**config.mk**
```make
export PLATFORM = sky130hd
export DESIGN_NAME = pwm_capture
export DESIGN_NICKNAME = d
export VERILOG_FILES = /design/src/rtl/pwm_capture.sv
export SDC_FILE = /design/constraint.sdc
export NUM_CORES = 1
export LEC_CHECK = 0
export ABC_AREA = 1
export CAP_MARGIN = 40
export CORE_UTILIZATION = 35
export DETAILED_ROUTE_END_ITERATION = 16
export PLACE_DENSITY = 0.51
export SLEW_MARGIN = 15
export SYNTH_ARGS = -nofsm -noshare
export SYNTH_HDL_FRONTEND = slang
export SYNTH_SLANG_ARGS = --single-unit
```
**constraint.sdc**
```tcl
create_clock -name clk -period 2.25 [get_ports clk]
set_input_delay 0.675 -clock clk [delete_from_list [all_inputs] [get_ports clk]]
set_output_delay 0.675 -clock clk [all_outputs]
set_load 0.02 [all_outputs]
```
**src/rtl/pwm_capture.sv**
```systemverilog
// PWM receiver: measures high time and period of pwm_in in clk cycles.
// Optional glitch filter compiled in with `define PWM_CAP_GLITCH_FILTER_EN.
module pwm_capture #(
   parameter int CW          = 9,
   parameter int SYNC_STAGES = 2,
   parameter int FILT_LEN    = 3
) (
   input  logic          clk,
   input  logic          rst_n,
   input  logic          pwm_in,
   output logic [CW-1:0] high_cnt,
   output logic [CW-1:0] period_cnt,
   output logic          meas_valid,
   output logic          timeout,
   output logic          busy
);

   localparam logic [CW-1:0] CNT_MAX = {CW{1'b1}};

   typedef enum logic [1:0] {IDLE, HIGH, LOW} state_e;

   logic [SYNC_STAGES-1:0] sync_q;
   logic                   s_sync, s, s_prev_q, rise, fall;
   state_e                 state_q;
   logic [CW-1:0]          cnt_q, hi_lat_q, high_cnt_q, period_cnt_q, cnt_inc;
   logic                   meas_valid_q, timeout_q, busy_q, sat;

   always_ff @(posedge clk or negedge rst_n) begin
      if (!rst_n) sync_q <= '0;
      else        sync_q <= {sync_q[SYNC_STAGES-2:0], pwm_in};
   end
   assign s_sync = sync_q[SYNC_STAGES-1];

`ifdef PWM_CAP_GLITCH_FILTER_EN
   localparam int FCW = $clog2(FILT_LEN + 1);
   logic [FCW-1:0] fcnt_q;
   logic           filt_q;

   // Level flips only after FILT_LEN consecutive samples disagreeing with it.
   always_ff @(posedge clk or negedge rst_n) begin
      if (!rst_n) begin
         fcnt_q <= '0;
         filt_q <= 1'b0;
      end else if (s_sync == filt_q) begin
         fcnt_q <= '0;
      end else if (fcnt_q == FCW'(FILT_LEN - 1)) begin
         fcnt_q <= '0;
         filt_q <= s_sync;
      end else begin
         fcnt_q <= fcnt_q + 1'b1;
      end
   end
   assign s = filt_q;
`else
   logic unused_filt_len;
   assign unused_filt_len = (FILT_LEN > 0);
   assign s = s_sync;
`endif

   always_ff @(posedge clk or negedge rst_n) begin
      if (!rst_n) s_prev_q <= 1'b0;
      else        s_prev_q <= s;
   end

   assign rise    = s & ~s_prev_q;
   assign fall    = ~s & s_prev_q;
   assign sat     = (cnt_q == CNT_MAX);
   // Saturating increment: an edge on the saturation cycle must not wrap cnt.
   assign cnt_inc = sat ? cnt_q : cnt_q + 1'b1;

   always_ff @(posedge clk or negedge rst_n) begin
      if (!rst_n) begin
         state_q      <= IDLE;
         cnt_q        <= '0;
         hi_lat_q     <= '0;
         high_cnt_q   <= '0;
         period_cnt_q <= '0;
         meas_valid_q <= 1'b0;
         timeout_q    <= 1'b0;
         busy_q       <= 1'b0;
      end else begin
         meas_valid_q <= 1'b0;
         timeout_q    <= 1'b0;
         case (state_q)
            IDLE: begin
               if (rise) begin
                  cnt_q   <= CW'(1);
                  state_q <= HIGH;
                  busy_q  <= 1'b1;
               end
            end
            HIGH: begin
               if (fall) begin
                  hi_lat_q <= cnt_q;
                  cnt_q    <= cnt_inc;
                  state_q  <= LOW;
               end else if (sat) begin
                  timeout_q <= 1'b1;
                  cnt_q     <= '0;
                  state_q   <= IDLE;
                  busy_q    <= 1'b0;
               end else begin
                  cnt_q <= cnt_inc;
               end
            end
            LOW: begin
               if (rise) begin
                  period_cnt_q <= cnt_q;
                  high_cnt_q   <= hi_lat_q;
                  meas_valid_q <= 1'b1;
                  cnt_q        <= CW'(1);
                  state_q      <= HIGH;
               end else if (sat) begin
                  timeout_q <= 1'b1;
                  cnt_q     <= '0;
                  state_q   <= IDLE;
                  busy_q    <= 1'b0;
               end else begin
                  cnt_q <= cnt_inc;
               end
            end
            default: begin
               state_q <= IDLE;
               busy_q  <= 1'b0;
            end
         endcase
      end
   end

   assign high_cnt   = high_cnt_q;
   assign period_cnt = period_cnt_q;
   assign meas_valid = meas_valid_q;
   assign timeout    = timeout_q;
   assign busy       = busy_q;

endmodule
```
# Yosys cells after proc, flatten, opt, wreduce, memory -nomap -nowiden
# Index checks and enable logic that the tools add are counted.
[classes]
reduce_logical = 6
mux = 22
div = 0
multipliers = 0
n_eq_ne = 6
addsub = 1
shift = 0
magnitude_cmp = 0
n_bitwise = 4
[op_table]
columns = ["operator", "n"]
rows = [
  ["9-bit two-way mux", 5],
  ["9-bit case mux with 3 select lines", 1],
  ["9-bit by 1-bit adder with 9-bit output, second input constant", 1],
  ["9-bit equality test, second input constant", 1],
  ["1-bit two-way mux", 9],
  ["2-bit two-way mux", 4],
  ["2-bit inequality test, second input constant", 3],
  ["2-bit case mux with 3 select lines", 1],
  ["2-bit AND reduction", 3],
  ["1-bit case mux with 3 select lines", 1],
  ["3-bit AND reduction", 1],
  ["3-bit nonzero test", 1],
  ["1-bit AND", 2],
  ["2-bit by 1-bit equality test with 1-bit output, second input constant", 1],
  ["2-bit equality test, second input constant", 1],
  ["2-bit logical NOT", 1],
  ["1-bit NOT", 2],
  ["1-bit case mux with 2 select lines", 1],
]
[word_totals]
inputBits = 3
memories = 0
ramBits = 0
out_inout_bits = 21
romBits = 0
regBits = 44
latch_bits = 0

# Depth between registers and ports, before layout
[logic_depth]
word_depth = 5
ltp_mapped = 13

# Worst setup path before layout
# Ideal clock, no wire load.
[synth_timing]
kind = "register -> register"
start = "register cnt_q[0]"
end = "register cnt_q[0]"
path_buffers = 0
setup_ns = 0.117
path_stages_with_launch = 13
t_arrival_ns = 1.686
path_slack_ns = 0.447
period_less_slack_ns = 1.803
cell_sequence = "dfrtp_1 > ha_1 > nand2_1 > inv_1 > nand2_1 > nor2_1 > ha_1 > inv_2 > ha_1 > a21oi_1 > o211ai_2 > nor2_1 > nor2_1"
[synth_via]
elab_chain_len = 5
elab_cells_between_ends = 7
[synth_lines]
columns = ["item", "line_no", "text"]
rows = [
  ["start, declared", "25", "logic [CW-1:0] cnt_q, hi_lat_q, high_cnt_q, period_cnt_q, cnt_inc;"],
  ["start signal, assigned", "95", "cnt_q <= cnt_inc;"],
  ["start signal, assigned", "103", "cnt_q <= cnt_inc;"],
  ["start signal, assigned", "119", "cnt_q <= cnt_inc;"],
  ["9-bit by 1-bit adder with 9-bit output / 9-bit equality test (equally long branches)", "69, 67", ""],
  ["9-bit two-way mux", "69", "assign cnt_inc = sat ? cnt_q : cnt_q + 1'b1;"],
  ["9-bit two-way mux", "97, 113", ""],
  ["9-bit two-way mux (on tied branches)", "107, 93", ""],
  ["9-bit case mux with 3 select lines (*)", "84", "case (state_q)"],
]
# Mark *: on every way between the ends. The rest lies on a longest branch, timed or not.
# A chain may end at the register's enable or synchronous reset.

# Worst setup path after layout
# Ends and elaborated chain as after synthesis.

==> metrics.txt <==
outcome=complete, no violations; Detail Route met2 WL=approximately 1.8 mm; number of input and output port buffers inserted=23; die area=6090 µm²; layout overhead on the synthesized area=20.2%; total of flip-flops plus latches after synthesis=44; placed instance area=approximately 2300 µm²; clock tree from TritonCTS=yes; total wirelength of the detailed-routed design=a little over 4 mm; crit start category=flip-flop; die height=78.1 µm; clock-pin slew on the worst setup and hold paths=~0.08 ns; peak supply drop=roughly 0.61 mV; Critical Path Sink Type=flip-flop; Critical Path Slowest Stage Cell=sky130_fd_sc_hd__dfrtp_1; final sum of negative setup slack=0 ns; PD cells=between 1000 and 1500 nW/µm²; number of buffers and inverters on the critical path=2; Worst Hold Class=reg2reg; detail-routed net length per standard cell=around 12 µm; maximum fanout along the worst path=6; half-perimeter wire length of the detailed placement result=2.88 mm; area of the mapped netlist=approximately 2000 µm²; sequential share of the synthesized area=0.544; number of CTS-inserted buffers=5; final number of max-transition violations=0; pre-CTS setup slack=about 0.26 ns; slew at the pin closest to its max-slew limit=~0.56 ns; die outline width=78.1 µm; setup repair after global routing missed its margin=false; Global Route Usage Sum=0.149; initial antenna violation count=0; synthesized instance count=around 240; share of the core filled with cells=0.439; Final Cell Area=2430 µm²; number of failing hold endpoints at the final stage=0; Slew HR=0.629; Routed met3 length=about 120 µm; gp weighted congestion=between 0.8 and 0.9; CP required=roughly 2.5 ns; leakage dissipation=approximately 1.2 nW; Register-to-Register Setup Slack=0.28 ns; arrival time at the worst endpoint=about 2.2 ns; highest signal layer in the routed design=met4; commonest non-fill, non-tap cell in the layout=sky130_fd_sc_hd__nand2_1; starting utilization of the core area=0.365; Max Clock Freq=~0.5 GHz; post-route setup slack=about 0.28 ns; standard-cell row count=27; clock network latency to the later pin of the worst-skew pair=about 0.30 ns; number of maximum-capacitance violations=0; antenna cell count=0; Avg Inst Size Synth=8.54 µm²; critical path, cell by cell=ha_1 -> nand2_1 -> inv_1 -> nand2_1 -> nor2_1 -> ha_2 -> inv_2 -> ha_1 -> a21oi_1 -> o211ai_2 -> nor2_1 -> nor2_1; number of design-rule violations left by the first detailed-router iteration=94; most frequent cells in the layout=sky130_fd_sc_hd__nand2_1 (83), sky130_fd_sc_hd__dfrtp_1 (44), sky130_fd_sc_hd__o21ai_0 (26); final cycle utilization of the critical path=0.878; Core Area=about 5500 µm²; Fin Clk Skew=0.00549 ns; final net count=~280; fraction of layout cells with a size suffix above 1=0.0830; Overflow after GRT=0; distinct cell type count of the synthesized netlist=22; router iterations before antenna repair=4; Post-Synthesis Net Count=249; category of cells accounting for the largest share of critical-path delay=adder cells; number of H-tree levels=2; maximum clock insertion buffer count=2; clock tree sinks=44; delay of the slowest cell on the worst path=~0.40 ns; total number of vias=about 1600; Ports=24; met1 routed wirelength after detailed routing=about 2.0 mm; crit path kind=reg2reg; Setup Viol. Count Final=0; Yosys Warn Count=0; maximum number of pins on one net before global-route repair=45; most frequent cell on the critical path=sky130_fd_sc_hd__nor2_1; number of nets still failing antenna checks after routing=0; via count of the first global-routing pass=about 1500; remaining design rule violation count=0; Root Buffer=sky130_fd_sc_hd__clkbuf_8; shortest period the worst path allows=1.97 ns; number of vias per cell after detailed routing=~4.6; first-pass GRT wire length=roughly 7 mm
[final cells by class]
class | instances | area, µm²
timing repair buffer | 26 | 248
clock buffer | 6 | 72.6
multi-input combinational | 162 | 792
tap | 72 | 90.1
inverter | 25 | 95.1
sequential | 44 | 1100
clock inverter | 2 | 35.0
fill | 591 | 3110
[timing repair]
action | 4_1_cts | 5_1_grt
resized for setup | 0 | 1
hold buffers | 0 | 0
endpoints found under the setup margin | 0 | 1
setup buffers | 0 | 0
[logic make-up after synthesis]
| group | after synthesis | synth area share |
|---|---|---|
| adder cells (fa/ha/maj) | 9 | 0.0556 |
| buffers and inverters | 31 | 0.0661 |
| AND/OR/NAND/NOR | 122 | 0.247 |
| AO/OA/AOI/OAI | 31 | 0.0871 |
| flip-flops | 44 | 0.544 |
[per-stage QoR]
step | instances | power (mW) | hold slack [ns]
4_1_cts | 337 | 2.61 | 0.355
2_1_floorplan | 237 | 1.73 | 0.331
3_5_place_dp | 329 | 2.01 | 0.335
6_report | 337 | 2.58 | 0.353
5_1_grt | 337 | 2.77 | 0.378
3_3_place_gp | 329 | 2.01 | 0.334
[routing by layer]
metal | GRT usage | vias up
met3 | 0.0360 | 4
met1 | 0.196 | 723
met4 | 0.0519 | 0
li1 | - | 798
met2 | 0.240 | 26
met5 | 0 | -
[sequential cells by signal, indices dropped and copies added, names as in the netlist]
| name | cells |
|---|---|
| timeout | 1 |
| sync_q | 2 |
| period_cnt | 9 |
| hi_lat_q | 9 |
| state_q | 2 |
| meas_valid | 1 |
| high_cnt | 9 |
| cnt_q | 9 |
| s_prev_q | 1 |
| busy | 1 |
[worst paths after layout]
kind,startpoint,cells after the start,end
max,cnt_q[0]$_DFFE_PN0P_,12,cnt_q[0]$_DFFE_PN0P_
min,sync_q[0]$_DFF_PN0_,0,sync_q[1]$_DFF_PN0_
max reg2reg,cnt_q[0]$_DFFE_PN0P_,12,cnt_q[0]$_DFFE_PN0P_
min reg2reg,sync_q[0]$_DFF_PN0_,0,sync_q[1]$_DFF_PN0_
max in group asynchronous,rst_n,2,cnt_q[1]$_DFFE_PN0P_
min in group asynchronous,rst_n,2,high_cnt[8]$_DFFE_PN0P_
[worst register-to-register path, stage by stage, from the launching register on]
cell and delay, ns:
sky130_fd_sc_hd__dfrtp_1 0.40, sky130_fd_sc_hd__ha_1 0.19, sky130_fd_sc_hd__nand2_1 0.07, sky130_fd_sc_hd__inv_1 0.05
sky130_fd_sc_hd__nand2_1 0.07, sky130_fd_sc_hd__nor2_1 0.18, sky130_fd_sc_hd__ha_2 0.25, sky130_fd_sc_hd__inv_2 0.07
sky130_fd_sc_hd__ha_1 0.19, sky130_fd_sc_hd__a21oi_1 0.16, sky130_fd_sc_hd__o211ai_2 0.09, sky130_fd_sc_hd__nor2_1 0.11
sky130_fd_sc_hd__nor2_1 0.05
[cells in the mapped netlist]
master / number / area share
sky130_fd_sc_hd__dfrtp_1: 44 / 0.54
sky130_fd_sc_hd__buf_4: 2 / 0.0074
sky130_fd_sc_hd__a21oi_1: 2 / 0.0049
sky130_fd_sc_hd__inv_1: 22 / 0.041
sky130_fd_sc_hd__nand2_2: 4 / 0.012
sky130_fd_sc_hd__nor3_1: 2 / 0.0049
sky130_fd_sc_hd__ha_1: 9 / 0.056
sky130_fd_sc_hd__clkbuf_1: 2 / 0.0037
sky130_fd_sc_hd__buf_2: 1 / 0.0025
sky130_fd_sc_hd__inv_2: 2 / 0.0037
sky130_fd_sc_hd__o21ai_0: 26 / 0.064
sky130_fd_sc_hd__clkinv_2: 1 / 0.0025
sky130_fd_sc_hd__o21bai_1: 1 / 0.0037
sky130_fd_sc_hd__nand2_1: 83 / 0.15
sky130_fd_sc_hd__buf_6: 1 / 0.0056
sky130_fd_sc_hd__nor2_1: 17 / 0.032
sky130_fd_sc_hd__and3_1: 1 / 0.0031
sky130_fd_sc_hd__nand4_1: 3 / 0.0093
sky130_fd_sc_hd__a21oi_4: 1 / 0.0080
sky130_fd_sc_hd__nand3_2: 1 / 0.0049
sky130_fd_sc_hd__nand3_1: 11 / 0.027
sky130_fd_sc_hd__o211ai_2: 1 / 0.0062
[power by group]
part	leakage (nW)	total (mW)	switching (mW)	internal, mW
registers	0.592	1.01	0.0855	0.923
logic	0.551	0.975	0.617	0.358
clock network	0.0552	0.599	0.269	0.330
(Power assumes the default switching activity.)
